File: config.mk
export PLATFORM = sky130hd
export DESIGN_NAME = sync_fifo_reader_flat
export DESIGN_NICKNAME = d
export VERILOG_FILES = /design/src/rtl/sync_fifo_reader_if.sv /design/src/rtl/sync_fifo_reader.sv /design/src/flat_wrapper.sv
export SDC_FILE = /design/constraint.sdc
export NUM_CORES = 1
export LEC_CHECK = 0
export ABC_CLOCK_PERIOD_IN_PS = 2350
export CAP_MARGIN = 20
export CELL_PAD_IN_SITES_DETAIL_PLACEMENT = 1
export CELL_PAD_IN_SITES_GLOBAL_PLACEMENT = 1
export CORE_ASPECT_RATIO = 1.2
export CORE_MARGIN = 4
export CORE_UTILIZATION = 37
export CTS_CLUSTER_DIAMETER = 150
export DETAILED_ROUTE_END_ITERATION = 8
export GPL_ROUTABILITY_DRIVEN = 0
export MAX_ROUTING_LAYER = met4
export PLACE_DENSITY_LB_ADDON = 0.2
export SYNTH_ARGS = -nofsm -noshare
export SYNTH_HDL_FRONTEND = slang
export SYNTH_SLANG_ARGS = --single-unit
File: constraint.sdc
create_clock -name clk_i -period 2.35 [get_ports clk_i]
set_input_delay 0.5875 -clock clk_i [delete_from_list [all_inputs] [get_ports clk_i]]
set_output_delay 0.5875 -clock clk_i [all_outputs]
set_load 0.02 [all_outputs]
File: src/rtl/sync_fifo_reader_if.sv
// Bundle for sync_fifo_reader: the FIFO read port it pops from and the
// valid/ready stream it produces.
//
// Stream handshake: a word moves on a rising edge where m_valid_o and
// m_ready_i are both high. Once m_valid_o is high, m_valid_o and m_data_o
// stay unchanged until that edge. m_valid_o never depends on m_ready_i.
interface sync_fifo_reader_if #(
  parameter int DATA_WIDTH = 32
);
  logic                  fifo_empty_i;
  logic [DATA_WIDTH-1:0] fifo_rd_data_i;
  logic                  fifo_read_o;
  logic                  m_valid_o;
  logic [DATA_WIDTH-1:0] m_data_o;
  logic                  m_ready_i;

  modport master (
    input  fifo_empty_i,
    input  fifo_rd_data_i,
    input  m_ready_i,
    output fifo_read_o,
    output m_valid_o,
    output m_data_o
  );

  modport slave (
    output fifo_empty_i,
    output fifo_rd_data_i,
    output m_ready_i,
    input  fifo_read_o,
    input  m_valid_o,
    input  m_data_o
  );
endinterface

File: src/rtl/sync_fifo_reader.sv
// Pops a synchronous FIFO (FWFT or registered read data) into a 3-entry
// skid buffer and presents the words as a valid/ready stream.
module sync_fifo_reader #(
  parameter int DATA_WIDTH = 32,
  parameter bit FWFT       = 1'b1
) (
  input  logic                     clk_i,
  input  logic                     rst_i,
  input  logic                     enable_i,
  input  logic                     flush_i,
  sync_fifo_reader_if.master       bus,
  output logic [15:0]              word_count_o,
  output logic                     idle_o
);

  localparam logic [1:0] DEPTH = 2'd3;

  logic [1:0]            occ_q, occ_d;
  logic [1:0]            wr_ptr_q, wr_ptr_d;
  logic [1:0]            rd_ptr_q, rd_ptr_d;
  logic                  infl_q, infl_d;
  logic [15:0]           wcnt_q, wcnt_d;
  logic [DATA_WIDTH-1:0] buf_q [3];
  logic [DATA_WIDTH-1:0] buf_d [3];

  logic                  pop;
  logic                  wr_en;
  logic [DATA_WIDTH-1:0] wr_data;
  logic                  m_valid;
  logic                  hs;
  logic [2:0]            fill;

  function automatic logic [1:0] next_ptr(input logic [1:0] p);
    return (p == 2'd2) ? 2'd0 : p + 2'd1;
  endfunction

  // Buffered plus in-flight words bound the pops, so a pop can never outrun
  // the free space even when the consumer stalls for ever.
  assign fill = {1'b0, occ_q} + {2'b00, infl_q};
  assign pop  = enable_i & ~bus.fifo_empty_i & ~flush_i & ~rst_i & (fill < {1'b0, DEPTH});

  generate
    if (FWFT) begin : g_fwft
      // Read data is already valid alongside the pop.
      always_comb begin
        wr_en   = pop;
        wr_data = bus.fifo_rd_data_i;
        infl_d  = 1'b0;
      end
    end else begin : g_reg
      // Read data appears the cycle after the pop; infl_q marks that cycle.
      always_comb begin
        wr_en   = infl_q & ~flush_i;
        wr_data = bus.fifo_rd_data_i;
        infl_d  = pop;
      end
    end
  endgenerate

  assign m_valid = (occ_q != 2'd0) & ~rst_i;
  assign hs      = m_valid & bus.m_ready_i;

  always_comb begin
    occ_d    = occ_q;
    wr_ptr_d = wr_ptr_q;
    rd_ptr_d = rd_ptr_q;
    wcnt_d   = wcnt_q + {15'd0, hs};
    for (int i = 0; i < 3; i++) begin
      buf_d[i] = buf_q[i];
    end

    if (flush_i) begin
      occ_d    = 2'd0;
      wr_ptr_d = 2'd0;
      rd_ptr_d = 2'd0;
    end else begin
      if (wr_en) begin
        buf_d[wr_ptr_q] = wr_data;
        wr_ptr_d        = next_ptr(wr_ptr_q);
      end
      if (hs) begin
        rd_ptr_d = next_ptr(rd_ptr_q);
      end
      occ_d = occ_q + {1'b0, wr_en} - {1'b0, hs};
    end
  end

  always_ff @(posedge clk_i) begin
    if (rst_i) begin
      occ_q    <= 2'd0;
      wr_ptr_q <= 2'd0;
      rd_ptr_q <= 2'd0;
      infl_q   <= 1'b0;
      wcnt_q   <= 16'd0;
      for (int i = 0; i < 3; i++) begin
        buf_q[i] <= '0;
      end
    end else begin
      occ_q    <= occ_d;
      wr_ptr_q <= wr_ptr_d;
      rd_ptr_q <= rd_ptr_d;
      infl_q   <= infl_d;
      wcnt_q   <= wcnt_d;
      for (int i = 0; i < 3; i++) begin
        buf_q[i] <= buf_d[i];
      end
    end
  end

  assign bus.fifo_read_o = pop;
  assign bus.m_valid_o   = m_valid;
  assign bus.m_data_o    = buf_q[rd_ptr_q];
  assign word_count_o    = wcnt_q;
  assign idle_o          = (occ_q == 2'd0) & ~infl_q & ~pop;

  // A write into a full buffer would silently overwrite the head word.
  a_no_overflow : assert property (@(posedge clk_i) disable iff (rst_i)
    !(wr_en && (occ_q == DEPTH)));

endmodule

File: src/flat_wrapper.sv
// flat-port wrapper written by rule: the top's interface ports become plain ports
module sync_fifo_reader_flat 
#(
  parameter int DATA_WIDTH = 32,
  parameter bit FWFT       = 1'b1
)
  (clk_i, rst_i, enable_i, flush_i, word_count_o, idle_o, bus_fifo_empty_i, bus_fifo_rd_data_i, bus_m_ready_i, bus_fifo_read_o, bus_m_valid_o, bus_m_data_o);
  sync_fifo_reader_if #(.DATA_WIDTH(DATA_WIDTH)) bus_i ();
  input  logic clk_i;
  input  logic rst_i;
  input  logic enable_i;
  input  logic flush_i;
  output logic [15:0] word_count_o;
  output logic idle_o;
  input wire logic [$bits(bus_i.fifo_empty_i)-1:0] bus_fifo_empty_i;
  input wire logic [$bits(bus_i.fifo_rd_data_i)-1:0] bus_fifo_rd_data_i;
  input wire logic [$bits(bus_i.m_ready_i)-1:0] bus_m_ready_i;
  output wire logic [$bits(bus_i.fifo_read_o)-1:0] bus_fifo_read_o;
  output wire logic [$bits(bus_i.m_valid_o)-1:0] bus_m_valid_o;
  output wire logic [$bits(bus_i.m_data_o)-1:0] bus_m_data_o;
  assign bus_i.fifo_empty_i = bus_fifo_empty_i;
  assign bus_i.fifo_rd_data_i = bus_fifo_rd_data_i;
  assign bus_i.m_ready_i = bus_m_ready_i;
  assign bus_fifo_read_o = bus_i.fifo_read_o;
  assign bus_m_valid_o = bus_i.m_valid_o;
  assign bus_m_data_o = bus_i.m_data_o;
  sync_fifo_reader #(.DATA_WIDTH(DATA_WIDTH), .FWFT(FWFT)) u_core (.clk_i(clk_i), .rst_i(rst_i), .enable_i(enable_i), .flush_i(flush_i), .bus(bus_i), .word_count_o(word_count_o), .idle_o(idle_o));
endmodule
== Word-level counts from Yosys, hierarchy flattened ==
Memory sizes are Yosys's and may differ from the RTL's. A register that Yosys moved wholly into a read port is not among the register bits.
Cells that the tools add are included.
Storage, ports and cells
  word-level logic and storage cells: 49
  flip-flop bits (word level): 22
  bits in writable memories: 96
  bits in latches: 0
  memory bits (read-only): 0
  memories: 1
  output and inout bits: 51
Memories
  u_core.buf_q: depth 3, width 32, read ports 4, clocked after memory_dff 1, wr ports 3, line sync_fifo_reader.sv:23  | logic [DATA_WIDTH-1:0] buf_q [3];
Operators by class
  magnitude comparators: 3
  add/subtract/negate cells: 5
  muxes and demuxes: 15
  div/mod/pow operators: 0
  bitwise logic cells: 15
  multipliers: 0
  shift-type cells: 0
  equality and inequality tests: 2
  reductions and logical operators: 4
Operators with widths (count)
  2-to-1 mux 96 bit: 2
  2-to-1 mux 32 bit: 4
  bitwise mux 96 bit: 1
  demux 32 bit (select 2 bit): 1
  adder 16 x 1 -> 16 bit: 1
  2-to-1 mux 2 bit: 4
  bitwise AND 1 bit: 7
  adder 2 x 1 -> 2 bit, second input constant: 2
  == test 2 bit, second input constant: 2
  inverter 1 bit: 4
  >= comparator 3 bit, second input constant: 1
  less-than comparator 3 x 1 -> 1 bit, second input constant: 1
  2-to-1 mux 1 bit: 3
  inverter 2 -> 3 bit: 1
  bitwise OR 1 bit: 3
  adder 2 x 1 -> 2 bit: 1
  logical NOT 2 bit: 1
  less-than comparator 2 bit, second input constant: 1
  nonzero test 2 bit: 1
  OR reduction 2 bit: 1
  subtractor 2 x 1 -> 2 bit: 1
  logical AND 1 bit: 1

== Longest topological paths before layout ==
  word-level depth: 9
  depth in mapped cells: 11
  mapped depth without buffers: 9

== Worst setup path before layout ==
No wires, ideal clock.
  path type: input to register
  from: input port bus_fifo_empty_i
  to: register u_core.occ_q[1]
  cell stages on the path: 11
  slack: -0.366 ns
  arrival: 2.638 ns
  data required time: 2.272 ns
  library setup time: 0.078 ns
  cells stage by stage: nand2b_1 > buf_2 > buf_1 > nor3_1 > inv_1 > ha_1 > inv_1 > ha_1 > xor2_1 > and2_1 > nor3_1
Between the ends
  longest elaborated chain between the ends: 7
Ends and longest elaborated chain
  start: declaration: line flat_wrapper.sv:15  | input wire logic [$bits(bus_i.fifo_empty_i)-1:0] bus_fifo_empty_i;
  inverter 1 bit: line sync_fifo_reader.sv:40  | assign pop = enable_i & ~bus.fifo_empty_i & ~flush_i & ~rst_i & (fill < {1'b0, DEPTH});
  bitwise AND 1 bit (4 in a row): line sync_fifo_reader.sv:40
  net bus_fifo_read_o: line flat_wrapper.sv:18  | output wire logic [$bits(bus_i.fifo_read_o)-1:0] bus_fifo_read_o;
  adder 2 x 1 -> 2 bit: line sync_fifo_reader.sv:84  | occ_d = occ_q + {1'b0, wr_en} - {1'b0, hs};
  subtractor 2 x 1 -> 2 bit: line sync_fifo_reader.sv:84
  end signal: assignment: line sync_fifo_reader.sv:90  | occ_q <= 2'd0;
  end signal: assignment: line sync_fifo_reader.sv:99  | occ_q <= occ_d;
  end: declaration: line sync_fifo_reader.sv:18  | logic [1:0] occ_q, occ_d;
The timed path passes the listed nets, and every way through them passes these cells.
A chain may end at the register's enable or synchronous reset.

==> results.ini <==
[cts]
clock_sinks=120
hold_buffers=0
tritoncts=yes
cts.path.max_buffers=2
clockRootBuffer=clkbuf_16
clkTransAtPathRegs_ns=0.06
clk_latency_ns=0.42
numCtsBuffers=17
h-tree-depth=4

[die]
rows=49
start_util_pct=38.02
core_area_um2=15080
die_y_um=144.4
io_pins=89
fp.dieW_um=121.6
fp.dieArea_um2=17560

[global_routing]
first_global_vias=5943
grt_usage_pct=22.68
antenna_found_initial=0
grt_start_max_net_pins=105
grt-ovfl-total=0
grt_pass1_wl_mm=30.65

[power_and_ir_drop]
switching_power_uw=1122
total_power_uw=5064
p_comb_share_pct=6.2
switching_share_pct=22.16
p_clk_share_pct=53.1
internal_power_uw=3942
cellLeakagePower_uw=0.002617
peakVddDrop_uv=397.5
p_seq_share_pct=40.7
power_density_nw_per_um2=668.9

[timing]
setup_tns_ns=0
clock_skew_ns=0.006867
setup_viol=0
setup_ws_ns=0.05477
clock.fmax_mhz=435.7
period_needed_ns=2.295
rsz0062_at_grt=yes
finalCritPeriodShare_pct=97.67
max-slew-margin-rel_pct=40.67
slew_viol_final=0
hold_viol=0
tightest_slew_ns=0.8899

[setup_path]
required_ns=1.76
path_class=reg2out
worst-path-max-fanout=14
worstSetupEndpointType=output pin
startpoint_type=flop
crit_arrival_ns=1.71

[layout]
nNetsFinal=769
fill_cells=1775
drive_above_1_share_pct=17.97
final_common_cell=dfxtp_1
area_growth_pct=32.03
fin_cells=945
mostFrequentLayoutCells=dfxtp_1, a21oi_1, nand4_1, o31ai_1, clkdlybuf4s50_1

[detailed_routing]
vias=5541
drtIter0Drc=350
drc_errors=0
vias_per_cell=5.863
finalWirelength_mm=19.02
postRouteAntennaNets=0
dr.pass1.iters=4
wire_per_inst_um=20.13

[place]
dp.final_hpwl_mm=11.59
portBuffers=88
dpl_worst_slack_ns=-0.4399
dp.cells=911

[yosys]
synth_top_family_by_area=compound AO/OA/AOI/OAI gates
synth_simple_gate_area_share_pct=19.20
yosys_warnings=0
syn_area_um2=5734
synth_fa_ha_area_share_pct=0.8728
async_flop_share_pct=0
synth_area_leaders=dfxtp_1, o31ai_1, nand4_1
synth_edf_count=0
yosysTopAreaCell=dfxtp_1
synth-compound-area-share_pct=19.77
seq_area_frac_synth_pct=41.89
synth_top_cell_area_share_pct=41.89
yosys_most_used_dff=dfxtp_1
synth_nets=694
synthMuxAreaShare_pct=12.07
syn_avg_cell_area_um2=8.795
syn_inst=652
synth_seq_cells=120
synth_cell_types=34
synth-xor-area-share_pct=0.6110

[flow_run]
cap_violations=0

[run_status]
status=completed

[worst_hold_path]
min_path_type=reg2reg

cell families after synthesis:
kind of cell             after synthesis
buffers and inverters                 78
flip-flops                           120
multiplexers                          65
adder cells (fa/ha/maj)                4
AND/OR/NAND/NOR                      190
AO/OA/AOI/OAI                        191
XOR/XNOR                               4
power by group through the flow:
stage	clock [uW]	sequential, uW	combinational (uW)
after floorplan	0	2100	138
after global placement	0	2100	310
after detailed placement	0	2100	317
after CTS	2730	2060	312
after global routing	2820	2060	334
final	2690	2060	312
cells in the mapped netlist, types with 4 or more instances:
cell,number
inv_1,4
nor2_1,10
buf_2,4
o31ai_1,70
or4_1,7
clkbuf_1,62
buf_1,5
a21oi_1,80
nand4_1,70
nand2_1,38
dfxtp_1,120
nor4_1,4
o21ai_0,40
or3_1,4
mux2_2,31
ha_1,4
nand3_1,5
nor2b_1,36
mux2i_1,32
routing by layer:
metal | vias up | routed length (um) | global-route usage (%)
li1 | 2586 | - | -
met1 | 2794 | 8402 | 26.93
met2 | 132 | 9525 | 37.99
met3 | 29 | 748 | 4.538
met4 | 0 | 343 | 8.673
met5 | - | 0 | -
critical path: stages (launching register included):
cell      delay, ns
dfxtp_2        0.34
buf_12         0.16
buf_4          0.14
mux2i_1        0.11
o21ai_0        0.28
clkbuf_2       0.25
what timing repair did:
| item | in CTS | in global routing |
|---|---|---|
| endpoints found under the hold margin | 0 | 0 |
| setup endpoints to repair | 35 | 16 |
| gates cloned | 0 | 0 |
| buffers inserted | 0 | 1 |
| pin swaps | 1 | 0 |
| gates resized for setup | 58 | 34 |
metrics by stage:
stage               hold WS [ns]  cell area, um^2  utilization [%]
floorplan                 0.4476             5761                -
global placement          0.4528             7017            46.52
detailed placement        0.4665             7017            46.52
CTS                       0.4709             7595            50.36
global route              0.4872             7569            50.18
finish                    0.4713             7571            50.20
state kept, by name, indices dropped and copies added (netlist names), named ones only:
signal               flops
u_core.word_count_o     16
u_core.rd_ptr_q          2
u_core.buf_q            96
u_core.occ_q             2
u_core.wr_ptr_q          2
final cells by class:
cell class	count	area, um^2	area share (%)
clock buffers	23	488.0	6.445
clock inverters	9	120.1	1.587
repair buffers	130	1219	16.10
flip-flops and latches	120	2405	31.76
well taps	204	255.2	3.371
diodes	1	2.502	0.03305
inverters	4	15.01	0.1983
multi-input cells	454	3067	40.51
final timing paths:
kind | from | endpoint | slack (ns) | cells past startpoint
worst max-delay path | flop | bus_m_data_o[26] | 0.05 | 5
worst max register to register | u_core.occ_q[1] | u_core.buf_q[1][0] | 0.21 | 5
worst min register to register | u_core.buf_q[2][4] | u_core.buf_q[2][4] | 0.47 | 2
worst min-delay path | u_core.buf_q[2][4] | u_core.buf_q[2][4] | 0.47 | 2
No activity file was read; power rests on OpenSTA's default activity.
==> RTL change 1 (config.mk and constraints unchanged) <==
Put one more register stage on the output `word_count_o`, without a reset. The value now appears one clock later. The other outputs are not delayed to match.
--- a/src/rtl/sync_fifo_reader.sv
+++ b/src/rtl/sync_fifo_reader.sv
@@ -111,5 +111,7 @@
   assign bus.m_valid_o   = m_valid;
   assign bus.m_data_o    = buf_q[rd_ptr_q];
-  assign word_count_o    = wcnt_q;
+  always_ff @(posedge clk_i) begin
+    word_count_o <= wcnt_q;
+  end
   assign idle_o          = (occ_q == 2'd0) & ~infl_q & ~pop;
 
Formal check against the unedited RTL: not equivalent (Yosys sat finds a counterexample within 4 cycles, from zero or initial values and one cycle with rst_i high).
==> RTL change 1 against the original RTL <==
- largest cell class unchanged
- worst setup slack got worse by 16 ps
- clock skew up 2.6 ps
- final area grew 6.2%
- area after synthesis grew 8.1%
- fmax down 0.71%
- critical endpoint is now bus_m_data_o[25]
- sequential power rose by 13%
- sequential cell count increased by 16
- sequential share of layout area up 2.2 points
- synthesized cell count up 4.6%
- combinational power rose by 2%
- hold slack lost 92 ps
- wire length up 3.8%
- highest routed layer unchanged
- final cell count increased by 4.1%
- power grew 2.7%
==> RTL change 1: results (changes against the original RTL) <==
[pwr]
seq_cell_power_mw = 2.33  ; +13%
leakage_nw = 2.840  ; +8.5%

[worst_setup_path]
r2r_end = u_core.wcnt_q[14]
max_stage_delay_ps = 390  ; +50 ps
cpMaxStageDelayCell = dfxtp_4
rrSetupSlack_ps = 240  ; +30 ps
endpoint = bus_m_data_o[25]
crit_path_max_fanout = 10  ; -4

[route]
wl_per_cell_um = 20.07  ; -0.31%
wl_met1_mm = 8.412  ; +0.12%
num_vias = 5663  ; +2.2%
drt-initial-drc-count = 435  ; +24%
wl_met2_mm = 10.41  ; +9.3%

[global_routing]
grt_pass1_vias = 6018  ; +1.3%
grt_max_degree = 74  ; -30%
grtUsageMet2_pct = 37.91  ; -0.079 points
grt_first_pass_wirelength_mm = 31.76  ; +3.6%

[run_status]
outcome = finished, final reports clean

[logic_synthesis]
synth.top_cell.area_share_pct = 43.91  ; +2.0 points
synthTopCellsByArea = dfxtp_1, o31ai_1, nand4_1
synth_compound_gate_area_share_pct = 19.29  ; -0.48 points
synth-seq-area-share_pct = 43.91  ; +2.0 points
synthXorXnorAreaFrac_pct = 0.5650  ; -0.046 points
synth_commonest_cells = dfxtp_1, a21oi_1, nand4_1, o31ai_1, clkbuf_1
synth_nets = 724  ; +4.3%

[worst_hold_path]
min_to = u_core.word_count_o[15]
min_path_cells = 0  ; -2

[timing]
worst_slew_pin_slew_ps = 873.9  ; -16.01 ps
skew_ps = 9.456  ; +2.589 ps
hold-worst-slack_ps = 379.1  ; -92.19 ps

[clock_tree]
post_cts_resized = 80  ; +38%
cts_setup_buffers = 4  ; +4

[layout]
nets = 801  ; +4.2%
fill_cells = 1859  ; +4.7%
diodes = 0  ; -1

[placed_design]
hpwl_mm = 12.33  ; +6.4%
place_area_um2 = 7402  ; +5.5%

==> RTL change 1: layout make-up <==
type | count | area [um2] | area share (%)
multi-input combinational | 460 | 3184 | 39.62
clock inverter | 12 | 101.3 | 1.261
clock buffer | 20 | 466.7 | 5.806
inverter | 7 | 26.28 | 0.3269
tap | 212 | 265.3 | 3.300
sequential | 136 | 2728 | 33.94
timing repair buffer | 137 | 1266 | 15.75
==> RTL change 1: stage by stage <==
| step | power [mW] | std cells | setup slack [ps] |
|---|---|---|---|
| finish | 5.200 | 984 | 38.36 |
| global route | 5.391 | 984 | -11.68 |
| CTS | 5.243 | 978 | 0.04619 |
| detailed placement | 2.705 | 942 | -408.4 |
| global placement | 2.696 | 942 | -396.5 |
| floorplan | 2.529 | 682 | -22.98 |
==> RTL change 1: critical path, delay by kind of cell, from the launching register on <==
kind	cells	cell delay [ps]
buf+inv	2	530
flops	1	390
mux	1	280
compound gates	1	100
==> RTL change 2 (same flow settings) <==
Made on the original files. `DATA_WIDTH` is set to 32 in 3 places; all go to 40.
--- a/src/rtl/sync_fifo_reader_if.sv
+++ b/src/rtl/sync_fifo_reader_if.sv
@@ -6,5 +6,5 @@
 // stay unchanged until that edge. m_valid_o never depends on m_ready_i.
 interface sync_fifo_reader_if #(
-  parameter int DATA_WIDTH = 32
+  parameter int DATA_WIDTH = 40
 );
   logic                  fifo_empty_i;
--- a/src/rtl/sync_fifo_reader.sv
+++ b/src/rtl/sync_fifo_reader.sv
@@ -2,5 +2,5 @@
 // skid buffer and presents the words as a valid/ready stream.
 module sync_fifo_reader #(
-  parameter int DATA_WIDTH = 32,
+  parameter int DATA_WIDTH = 40,
   parameter bit FWFT       = 1'b1
 ) (
--- a/src/flat_wrapper.sv
+++ b/src/flat_wrapper.sv
@@ -2,5 +2,5 @@
 module sync_fifo_reader_flat 
 #(
-  parameter int DATA_WIDTH = 32,
+  parameter int DATA_WIDTH = 40,
   parameter bit FWFT       = 1'b1
 )
Interface: changed (resized bus_fifo_rd_data_i and bus_m_data_o); port bits go from 89 to 105. The function was not compared with the original's and may differ.
==> RTL change 2 against the original RTL <==
- sequential cell count increased by 24
- power increased by 15%
- hold slack got worse by 0.57 ps
- final area increased by 20%
- worst setup slack got worse by 10 ps
- non-clock buffer count increased by 24
- wire length increased by 33%
- sequential power increased by 20%
- area after synthesis increased by 22%
==> RTL change 2: results (changes against the original RTL) <==
[pwr]
seq_cell_power_mw = 2.47  ; +20%
leakage_nw = 2.873  ; +9.8%
comb_power_uw = 405  ; +30%
swShare_pct = 23.10  ; +0.94 points

[timing]
skew_ps = 13.66  ; +6.798 ps
slew_headroom_pct = 36.65  ; -4.0 points

[logic_synthesis]
synth_commonest_cells = dfxtp_1, a21oi_1, nand4_1, o31ai_1, clkbuf_1
synthTopCellsByArea = dfxtp_1, o31ai_1, nand4_1
synth-seq-area-share_pct = 41.31  ; -0.59 points

[global_routing]
grtUsageMet2_pct = 42.13  ; +4.1 points
grt_first_pass_wirelength_mm = 40.04  ; +31%
use_met3_pct = 4.204  ; -0.33 points
grt_pass1_vias = 7496  ; +26%

[route]
wl_met2_mm = 13.03  ; +37%
drt-initial-drc-count = 450  ; +29%
avgViaCountPerCell = 6.166  ; +5.2%
wl_met1_mm = 10.92  ; +30%

[placed_design]
dpl_worst_slack_ps = -434.7  ; +5.192 ps
io_buffers = 104  ; +18%
hpwl_mm = 14.73  ; +27%

[clock_tree]
post_cts_resized = 74  ; +28%
cts_setup_buffers = 5  ; +5

[run_status]
outcome = finished, final reports clean

[layout]
drive_gt1_share_pct = 13.89  ; -4.1 points
diodes = 0  ; -1
largest_reg_flops = 120  ; +25%
nets = 951  ; +24%

[worst_setup_path]
crit_path_max_fanout = 10  ; -4

-- RTL change 2: cells by family (layout without fill, tap and decap cells) --
logic type | Yosys count | in the layout | share of synthesized area [%]
adders and majority gates | 4 | 4 | 0.7171
muxes | 44 | 44 | 6.382
xor gates and xnor gates | 4 | 4 | 0.5021
buffers and inverters | 119 | 191 | 6.723
and+or+nand+nor | 222 | 222 | 18.05
DFF | 144 | 144 | 41.31
AOI/OAI and AO/OA | 305 | 305 | 26.32
-- RTL change 2: path summary, 6_finish.rpt --
path | endpoint | slack [ps] | depth (start not counted)
worst min-delay path | u_core.buf_q[0][24] | 470 | 2
worst min register to register | u_core.buf_q[0][24] | 470 | 2
worst max register to register | u_core.word_count_o[4] | 330 | 10
worst max-delay path | bus_m_data_o[20] | 40 | 5
-- RTL change 2: critical path: stages, from the launching register on --
cell and delay (ps):
dfxtp_4 400, clkbuf_16 200, buf_4 150, mux2i_1 100, o21ai_0 220, clkbuf_2 230
-- RTL change 2: cell type report --
class | count | area, um2 | share of cell area, %
Clock inverter | 14 | 214.0 | 2.358
Inverter | 5 | 18.77 | 0.2069
Sequential cell | 144 | 2888 | 31.83
Multi-Input combinational cell | 579 | 3697 | 40.75
Clock buffer | 18 | 429.2 | 4.730
Timing Repair Buffer | 154 | 1510 | 16.65
Tap cell | 252 | 315.3 | 3.475
-- RTL change 2: metrics by stage --
| stage | std cells | util [%] | instance area [um2] | TNS (ps) |
|---|---|---|---|---|
| final | 1166 | 49.37 | 9072 | 0 |
| after global routing | 1166 | 49.37 | 9072 | -156.5 |
| after global placement | 1125 | 45.70 | 8399 | -31050 |
| after detailed placement | 1125 | 45.70 | 8399 | -39570 |
| after CTS | 1162 | 49.29 | 9059 | -154.7 |
| after floorplan | 842 | - | 6994 | 0 |
